File: config.mk
export PLATFORM = sky130hd
export DESIGN_NAME = apb_cmd_arbiter
export DESIGN_NICKNAME = d
export VERILOG_FILES = /design/src/rtl/apb_arb_pkg.sv /design/src/rtl/apb_rr_pick.sv /design/src/rtl/apb_cmd_arbiter.sv
export SDC_FILE = /design/constraint.sdc
export NUM_CORES = 1
export LEC_CHECK = 0
export ABC_AREA = 1
export CORE_AREA = 2 2 142 144
export DETAILED_ROUTE_END_ITERATION = 16
export DIE_AREA = 0 0 144 146
export DONT_BUFFER_PORTS = 1
export GPL_TIMING_DRIVEN = 0
export PLACE_DENSITY = 0.48
export SYNTH_ARGS = -nofsm -noshare
export SYNTH_HDL_FRONTEND = slang
export SYNTH_SLANG_ARGS = --single-unit
File: constraint.sdc
create_clock -name pclk_i -period 2.9 [get_ports pclk_i]
set_clock_uncertainty 0.05 [all_clocks]
set_input_delay 0.58 -clock pclk_i [delete_from_list [all_inputs] [get_ports pclk_i]]
set_output_delay 0.58 -clock pclk_i [all_outputs]
set_load 0.05 [all_outputs]
File: src/rtl/apb_arb_pkg.sv
// Shared types and defaults for the APB command arbiter.
package apb_arb_pkg;

  typedef enum logic [3:0] {
    ST_IDLE  = 4'b0001,
    ST_ISSUE = 4'b0010,
    ST_WAIT  = 4'b0100,
    ST_RESP  = 4'b1000
  } arb_state_e;

  localparam logic [7:0] RD_FLAG = 8'h00;
  localparam logic [7:0] WR_FLAG = 8'h01;

  localparam int unsigned DEF_NUM_REQ        = 4;
  localparam int unsigned DEF_RW_WIDTH       = 8;
  localparam int unsigned DEF_ADDR_WIDTH     = 16;
  localparam int unsigned DEF_DATA_WIDTH     = 32;
  localparam int unsigned DEF_TIMEOUT_CYC    = 16;

  // Counter only needs to reach TIMEOUT_CYC-1; keep at least one bit.
  function automatic int unsigned tmo_cnt_w(input int unsigned cyc);
    return (cyc >= 2) ? $clog2(cyc) : 1;
  endfunction

  localparam int unsigned DEF_TMO_CNT_W = tmo_cnt_w(DEF_TIMEOUT_CYC);

endpackage

File: src/rtl/apb_rr_pick.sv
// Combinational round-robin picker: first requester above last_gnt, wrapping.
module apb_rr_pick
  import apb_arb_pkg::*;
#(
  parameter int unsigned NUM_REQ = DEF_NUM_REQ,
  parameter int unsigned GNT_W   = $clog2(NUM_REQ)
) (
  input  logic [NUM_REQ-1:0] req,
  input  logic [GNT_W-1:0]   last_gnt,
  output logic [GNT_W-1:0]   gnt,
  output logic               any_req
);

  int unsigned idx;

  always_comb begin
    gnt     = '0;
    any_req = 1'b0;
    idx     = 0;
    for (int unsigned i = 1; i <= NUM_REQ; i++) begin
      idx = (32'(last_gnt) + i) % NUM_REQ;
      if (!any_req && req[idx]) begin
        gnt     = GNT_W'(idx);
        any_req = 1'b1;
      end
    end
  end

endmodule

File: src/rtl/apb_cmd_arbiter.sv
// Round-robin sharing of one APB command master among NUM_REQ requesters,
// with completion monitoring and a per-transfer timeout.
module apb_cmd_arbiter
  import apb_arb_pkg::*;
#(
  parameter int unsigned NUM_REQ        = DEF_NUM_REQ,
  parameter int unsigned CMD_RW_WIDTH   = DEF_RW_WIDTH,
  parameter int unsigned CMD_ADDR_WIDTH = DEF_ADDR_WIDTH,
  parameter int unsigned CMD_DATA_WIDTH = DEF_DATA_WIDTH,
  parameter int unsigned CMD_WIDTH      = CMD_RW_WIDTH + CMD_ADDR_WIDTH + CMD_DATA_WIDTH,
  parameter int unsigned TIMEOUT_CYC    = DEF_TIMEOUT_CYC
) (
  input  logic                         pclk_i,
  input  logic                         prst_n_i,
  input  logic [NUM_REQ-1:0]           req_vld_i,
  input  logic [NUM_REQ*CMD_WIDTH-1:0] req_cmd_i,
  output logic [NUM_REQ-1:0]           req_rdy_o,
  output logic [NUM_REQ-1:0]           rsp_vld_o,
  output logic [CMD_DATA_WIDTH-1:0]    rsp_data_o,
  output logic                         rsp_err_o,
  output logic [CMD_WIDTH-1:0]         m_cmd_o,
  output logic                         m_cmd_vld_o,
  input  logic                         m_cmd_rdy_i,
  input  logic                         apb_psel_i,
  input  logic                         apb_penable_i,
  input  logic                         apb_pready_i,
  input  logic                         apb_pslverr_i,
  input  logic [CMD_DATA_WIDTH-1:0]    apb_prdata_i,
  output logic                         busy_o
);

  localparam int unsigned      GNT_W    = $clog2(NUM_REQ);
  localparam int unsigned      CNT_W    = tmo_cnt_w(TIMEOUT_CYC);
  localparam logic [CNT_W-1:0] CNT_LAST = CNT_W'(TIMEOUT_CYC - 1);

  arb_state_e                  state_q, state_d;
  logic [CMD_WIDTH-1:0]        cmd_buf_q, cmd_buf_d, cmd_sel;
  logic [GNT_W-1:0]            gnt_q, gnt_d, last_gnt_q, last_gnt_d, pick_gnt;
  logic                        pick_any;
  logic [CNT_W-1:0]            cnt_q, cnt_d;
  logic [CMD_DATA_WIDTH-1:0]   data_q, data_d;
  logic                        err_q, err_d;
  logic                        beat;

  apb_rr_pick #(
    .NUM_REQ (NUM_REQ),
    .GNT_W   (GNT_W)
  ) u_pick (
    .req      (req_vld_i),
    .last_gnt (last_gnt_q),
    .gnt      (pick_gnt),
    .any_req  (pick_any)
  );

  assign cmd_sel = req_cmd_i[32'(pick_gnt) * CMD_WIDTH +: CMD_WIDTH];
  assign beat    = apb_psel_i & apb_penable_i & apb_pready_i;

  always_comb begin
    state_d    = state_q;
    cmd_buf_d  = cmd_buf_q;
    gnt_d      = gnt_q;
    last_gnt_d = last_gnt_q;
    cnt_d      = cnt_q;
    data_d     = data_q;
    err_d      = err_q;
    req_rdy_o  = '0;
    unique case (state_q)
      ST_IDLE: begin
        if (pick_any) begin
          req_rdy_o[pick_gnt] = 1'b1;
          cmd_buf_d           = cmd_sel;
          gnt_d               = pick_gnt;
          state_d             = ST_ISSUE;
        end
      end
      ST_ISSUE: begin
        if (m_cmd_rdy_i) begin
          cnt_d   = '0;
          state_d = ST_WAIT;
        end
      end
      ST_WAIT: begin
        // A beat on the last allowed cycle still counts as a real completion.
        if (beat) begin
          data_d  = apb_prdata_i;
          err_d   = apb_pslverr_i;
          state_d = ST_RESP;
        end else if (cnt_q == CNT_LAST) begin
          data_d  = '0;
          err_d   = 1'b1;
          state_d = ST_RESP;
        end else begin
          cnt_d = cnt_q + 1'b1;
        end
      end
      ST_RESP: begin
        last_gnt_d = gnt_q;
        state_d    = ST_IDLE;
      end
      default: state_d = ST_IDLE;
    endcase
  end

  always_ff @(posedge pclk_i) begin
    if (!prst_n_i) begin
      state_q    <= ST_IDLE;
      cmd_buf_q  <= '0;
      gnt_q      <= '0;
      last_gnt_q <= GNT_W'(NUM_REQ - 1);
      cnt_q      <= '0;
      data_q     <= '0;
      err_q      <= 1'b0;
    end else begin
      state_q    <= state_d;
      cmd_buf_q  <= cmd_buf_d;
      gnt_q      <= gnt_d;
      last_gnt_q <= last_gnt_d;
      cnt_q      <= cnt_d;
      data_q     <= data_d;
      err_q      <= err_d;
    end
  end

  assign m_cmd_o     = cmd_buf_q;
  assign m_cmd_vld_o = (state_q == ST_ISSUE);
  assign rsp_vld_o   = (state_q == ST_RESP) ? (NUM_REQ'(1) << gnt_q) : '0;
  assign rsp_data_o  = data_q;
  assign rsp_err_o   = err_q;
  assign busy_o      = (state_q != ST_IDLE);

endmodule

; Yosys cells after proc, flatten, opt, wreduce, memory -nomap -nowiden
; Cells that the tools add are included.
[word_totals]
regBits = 101
in_bits = 267
out_inout_bits = 99
word_cells = 81
[classes]
addsub = 5
n_mul = 1
magnitude_cmp = 6
n_eq_ne = 11
shifts = 2
mux = 34
n_bitwise = 2
n_reduce_logical = 13
[op_table]
columns = op, count
row1 = indexed part select 224 x 9 -> 56 bit, 1
row2 = 2-to-1 mux 32 bit, 2
row3 = 2-to-1 mux 4 bit, 10
row4 = < comparator 2 x 3 -> 1 bit (second input constant), 5
row5 = one-hot mux 4 bit (3 select lines), 1
row6 = 2-to-1 mux 1 bit, 11
row7 = binary-select mux 1 bit (select 2 bit), 4
row8 = equality test 4 bit (second input constant), 2
row9 = 2-to-1 mux 2 bit, 4
row10 = one-hot mux 4 bit (2 select lines), 1
row11 = inequality test 2 bit (second input constant), 3
row12 = multiplier 2 x 3 -> 5 bit (second input constant), 1
row13 = adder 2 x 1 -> 2 bit (second input constant), 2
row14 = adder 2 bit (second input constant), 2
row15 = adder 4 x 1 -> 4 bit (second input constant), 1
row16 = equality test 4 x 1 -> 1 bit (second input constant), 1
row17 = equality test 4 x 2 -> 1 bit (second input constant), 1
row18 = equality test 4 x 3 -> 1 bit (second input constant), 1
row19 = logical AND 1 bit, 4
row20 = inequality test 4 x 1 -> 1 bit (second input constant), 1
row21 = AND reduction 2 bit, 2
row22 = AND reduction 4 bit, 1
row23 = nonzero test 2 bit, 2
row24 = << shifter 1 x 2 -> 4 bit (first input constant), 1
row25 = other kinds (7), 10

; Longest topological paths before layout
[logic_depth]
ltp_word = 19
ltp_mapped = 18
ltp_nobuf = 15

; Cells and area by module
; A second synthesis with hierarchy kept.
[unflattened]
cells_unflattened = 897
hier_area_um2 = 5611.6
[modules_own_cells]
columns = mod, n_inst, cells_per_inst, area_per_inst_um2, seq_area_each_um2
row1 = apb_cmd_arbiter, 1, 845, 5340.1, 2021.9
row2 = apb_rr_pick, 1, 52, 271.5, 0.0

; Worst setup path before layout
; OpenSTA, ideal clock, no wires.
[synth_path]
kind = input-to-output
start = in req_vld_i[2]
end = out req_rdy_o[3]
arrival_ps = 2601
required_time_ps = 2270
setup_slack_ps = -331
path_stages = 11
path_buffers = 2
cell_sequence = nand2_1 nand2_1 nand2_1 nand2_2 nor2_4 nand3_1 nand3_2 inv_2 buf_4 buf_2 nor3_1
[synth_between]
elab_chain_len = 18
elab_cells_between_ends = 29
cone_classes = order compare (2) / mux (20) / reduce/logical (7)
[synth_lines]
columns = item, line
row1 = "start, declared", apb_cmd_arbiter.sv:15  ; input logic [NUM_REQ-1:0] req_vld_i,
row2 = binary-select mux 1 bit (select 2 bit), apb_rr_pick.sv:22  ; if (!any_req && req[idx]) begin
row3 = 2-to-1 mux 1 bit (implied by the code), apb_rr_pick.sv:22
row4 = 2-to-1 mux 1 bit, apb_rr_pick.sv:22
row5 = zero test 1 bit, apb_rr_pick.sv:22
row6 = logical AND 1 bit, apb_rr_pick.sv:22
row7 = 2-to-1 mux 1 bit, apb_rr_pick.sv:22
row8 = zero test 1 bit, apb_rr_pick.sv:22
row9 = logical AND 1 bit, apb_rr_pick.sv:22
row10 = (+2 left out), n/a
row11 = logical AND 1 bit, apb_rr_pick.sv:22
row12 = 2-to-1 mux 2 bit, apb_rr_pick.sv:22
row13 = < comparator 2 x 3 -> 1 bit (implied by the code) / greater-or-equal comparator 2 x 1 -> 1 bit (equally long branches), apb_cmd_arbiter.sv:70  ; req_rdy_o[pick_gnt] = 1'b1;
row14 = logical AND 1 bit (implied by the code), apb_cmd_arbiter.sv:70
row15 = 2-to-1 mux 1 bit (implied by the code), apb_cmd_arbiter.sv:70
row16 = demux 1 bit (select 2 bit), apb_cmd_arbiter.sv:70
row17 = 2-to-1 mux 4 bit (*), apb_cmd_arbiter.sv:69  ; if (pick_any) begin
row18 = 2-to-1 mux 4 bit (*), apb_cmd_arbiter.sv:67  ; unique case (state_q)
row19 = "end, declared", apb_cmd_arbiter.sv:17  ; output logic [NUM_REQ-1:0] req_rdy_o,
; Every way passes the cells marked *; elsewhere a longest branch is shown, timed or not. The select of a mux whose other input is x is not followed.

; Final worst setup path
[layout_path]
start = reg last_gnt_q[0]
end = out req_rdy_o[1]
[layout_between]
elab_chain_len = 19
elab_cells_between_ends = 33
cone_classes = add/sub (4) / order compare (2) / mux (20) / reduce/logical (7)
[layout_lines]
columns = item, line
row1 = "start, declared", apb_cmd_arbiter.sv:38  ; logic [GNT_W-1:0] gnt_q, gnt_d, last_gnt_q, last_gnt_d, pick_gnt;
row2 = "start signal, assigned", apb_cmd_arbiter.sv:109  ; last_gnt_q <= GNT_W'(NUM_REQ - 1);
row3 = "start signal, assigned", apb_cmd_arbiter.sv:117  ; last_gnt_q <= last_gnt_d;
row4 = adder 2 x 1 -> 2 bit, apb_rr_pick.sv:21  ; idx = (32'(last_gnt) + i) % NUM_REQ;
row5 = binary-select mux 1 bit (select 2 bit), apb_rr_pick.sv:22
row6 = 2-to-1 mux 1 bit (implied by the code), apb_rr_pick.sv:22
row7 = 2-to-1 mux 1 bit, apb_rr_pick.sv:22
row8 = zero test 1 bit, apb_rr_pick.sv:22
row9 = logical AND 1 bit, apb_rr_pick.sv:22
row10 = 2-to-1 mux 1 bit, apb_rr_pick.sv:22
row11 = zero test 1 bit, apb_rr_pick.sv:22
row12 = (+3 left out), n/a
row13 = logical AND 1 bit, apb_rr_pick.sv:22
row14 = 2-to-1 mux 2 bit, apb_rr_pick.sv:22
row15 = < comparator 2 x 3 -> 1 bit (implied by the code) / greater-or-equal comparator 2 x 1 -> 1 bit (equally long branches), apb_cmd_arbiter.sv:70
row16 = logical AND 1 bit (implied by the code), apb_cmd_arbiter.sv:70
row17 = 2-to-1 mux 1 bit (implied by the code), apb_cmd_arbiter.sv:70
row18 = demux 1 bit (select 2 bit), apb_cmd_arbiter.sv:70
row19 = 2-to-1 mux 4 bit (*), apb_cmd_arbiter.sv:69
row20 = 2-to-1 mux 4 bit (*), apb_cmd_arbiter.sv:67
; Marks and branches as above.

==> run summary <==
status: complete, but fails checks
violated checks: setup timing
Seq/Total Area, Yosys: 0.2902
drt total wl: 26650 um
I/O pins: 366
Worst Tran Pin Value: 875.7 ps
CTS tree: built
Synth Net Count: 1510
Post-synth ARST share: 0
post-synthesis cell count: 1242
P_leak: 4.557 nW
worst setup path class: register to output port
clock tree buffer depth: 2
Root Driver: clkbuf_16
routing usage on met3: 0.06943
Seq cells post-synth: 101
ANT cells: 0
largest net degree at the start of global routing: 24
initial cell density of the core: 0.3604
Initial DRC Count: 270
grt ovf: 0
EDFF count, synth: 0
final layout net count: 1537
clock share of power: 0.260
initial antenna violation count: 0
global placement routability congestion: 0.8433
DR DRC count: 0
die height: 146 um
Cell Area, Synth: 0.006968 sq mm
RSZ-0062 raised after global routing: true
Syn Area/Cell: 5.610 sq um
Core Util, Final: 0.4140
CP Data Required Time: 2270 ps
fmax: 0.3444 GHz
class of the tightest hold or removal check: primary input to register
Fin. Hold Viols: 0
DP Worst Slack: -664.4 ps
antenna viol nets, final: 0
average wire per standard cell: 17.31 um
total global-route track usage: 0.2428
worst setup margin: -3.635 ps
Most used DFF post-synth: dfxtp_1
Die W: 144 um
layout cell share with drive strength beyond 1: 0.1052
most used routing layer: met2
final setup violation count: 1
H-Tree Level Count: 3
most common cell after layout, fill and taps aside: inv_1
Core ar.: 0.01933 sq mm
Post-DP HPWL: 20450 um
Critical Path Start Type: register
Tmin final: 2904 ps
Global Route met2 Usage: 0.4362
Syn. warnings: 0
Sequential Power Share: 0.483
commonest non-fill, non-tap cells in the layout: inv_1 (298), nand3_1 (288), nand2_1 (251)
Slew HR: 0.4140
vias in the first global route: 7079
setup TNS: -3.635 ps
Arr. time, crit path: 2270 ps
P_int: 2.633 mW
port buffer count: 0
pwr dens: 609.8 mW/mm^2
Synth cell types: 26
CP Max Fanout: 9
GRT met1 Usage: 0.2839
Switching Fraction: 0.4606
Rows: 51
peak supply drop: 0.0002783 V
Max Cap Viol: 0
Critical Path End Type: output port
DIE AREA: 0.02102 sq mm
drt pass-1 iters: 5
routed via count: 7441
Area Growth Syn to Fin: 14.89%
clock-pin slew on the worst setup and hold paths: 80 ps
first-pass GRT wire length: 39190 um
fin crit share: 1.001
TritonCTS Buffers: 9
Via density: 4.835
Skew-Pair Late Insertion Delay: 360 ps
Comb pwr share: 0.258
switching pwr: 2.248 mW
Slew Limit Fails: 0
clock sinks: 101
-- synthesized netlist by cell type, types with 3 or more instances --
| master | count | area share |
|---|---|---|
| inv_1 | 299 | 0.16 |
| nand3_1 | 291 | 0.21 |
| nand2_1 | 268 | 0.14 |
| nor2_1 | 127 | 0.068 |
| dfxtp_1 | 101 | 0.29 |
| a21oi_1 | 39 | 0.028 |
| buf_2 | 36 | 0.026 |
| clkbuf_1 | 22 | 0.012 |
| buf_6 | 10 | 0.016 |
| nor3_1 | 10 | 0.0072 |
| inv_2 | 6 | 0.0032 |
| buf_4 | 5 | 0.0054 |
| nand2_2 | 5 | 0.0045 |
| buf_1 | 4 | 0.0022 |
| o211ai_1 | 3 | 0.0032 |
| o21ai_0 | 3 | 0.0022 |
-- path summary, 6_finish.rpt --
kind / from / to / slack (ps) / depth (start not counted)
setup / recovery: last_gnt_q[0]$_SDFFE_PN1P_ / req_rdy_o[1] / -4 / 13
hold / removal: prst_n_i / last_gnt_q[0]$_SDFFE_PN1P_ / 270 / 1
setup reg to reg: last_gnt_q[0]$_SDFFE_PN1P_ / m_cmd_o[14]$_SDFFE_PN0P_ / 330 / 16
hold reg to reg: cnt_q[1]$_SDFFE_PN0P_ / cnt_q[1]$_SDFFE_PN0P_ / 440 / 2
-- power groups by stage --
stage	clock network [mW]	registers, mW	logic [mW]
2_1_floorplan	0	2.31	0.917
3_3_place_gp	0	2.40	1.19
3_5_place_dp	0	2.39	1.20
4_1_cts	1.29	2.36	1.24
5_1_grt	1.35	2.37	1.43
6_report	1.27	2.36	1.26
-- kinds of logic (layout without fill, tap and decap cells) --
| logic type | Yosys count | after routing | synth area share |
|---|---|---|---|
| and+or+nand+nor | 709 | 709 | 0.4446 |
| buffers and inverters | 383 | 415 | 0.2270 |
| DFF | 101 | 101 | 0.2902 |
| AOI/OAI and AO/OA | 48 | 48 | 0.03645 |
| adders and majority gates | 1 | 1 | 0.001795 |
-- state kept, by name, indices dropped and copies added, names as in the netlist --
signal      cells
cnt_q           4
gnt_q           2
last_gnt_q      2
m_cmd_o        56
rsp_data_o     32
rsp_err_o       1
state_q         4
-- routing by layer --
layer	wire length, um	share of wire	up-vias
met3	2157	0.081	26
met2	13280	0.50	265
met1	10820	0.41	3368
li1	-	-	3782
met4	385	0.014	0
met5	0	0	-
-- repair_timing --
action / CTS / global route
setup buffers: 10 / 12
gates cloned: 0 / 1
resized for setup: 40 / 33
pin swaps: 17 / 17
setup endpoints to repair: 4 / 8
hold buffers: 0 / 0
-- through the flow --
stage	cells	power (mW)	hold WS [ps]	area, sq um
global route	1539	5.162	248.6	8005
global placement	1507	3.583	430.4	7310
detailed placement	1507	3.586	438.1	7310
finish	1539	4.881	268.1	8005
floorplan	1242	3.223	412.7	6978
CTS	1528	4.893	256.8	7791
-- critical path, stage by stage (launching register included) --
cell and delay [ps]:
dfxtp_2 320, buf_6 130, inv_8 80, nand2_1 60, nand2_2 100, nand2_4 70, nand2_4 90, nor2_4 50
buf_6 110, nand3_4 110, nand2_4 100, nand2_8 110, clkinv_8 80, nor3_4 490
-- area by class of cell --
| cell class | instances | area [sq um] |
|---|---|---|
| Fill cell | 2207 | 11330 |
| Multi-Input combinational cell | 758 | 3580 |
| Sequential cell | 101 | 2027 |
| Inverter | 306 | 1191 |
| Buffer | 70 | 387.9 |
| Tap cell | 265 | 331.6 |
| Clock buffer | 10 | 239.0 |
| Timing Repair Buffer | 22 | 176.4 |
| Clock inverter | 6 | 63.81 |
| Timing Repair inverter | 1 | 8.758 |
(Power assumes the default switching activity.)
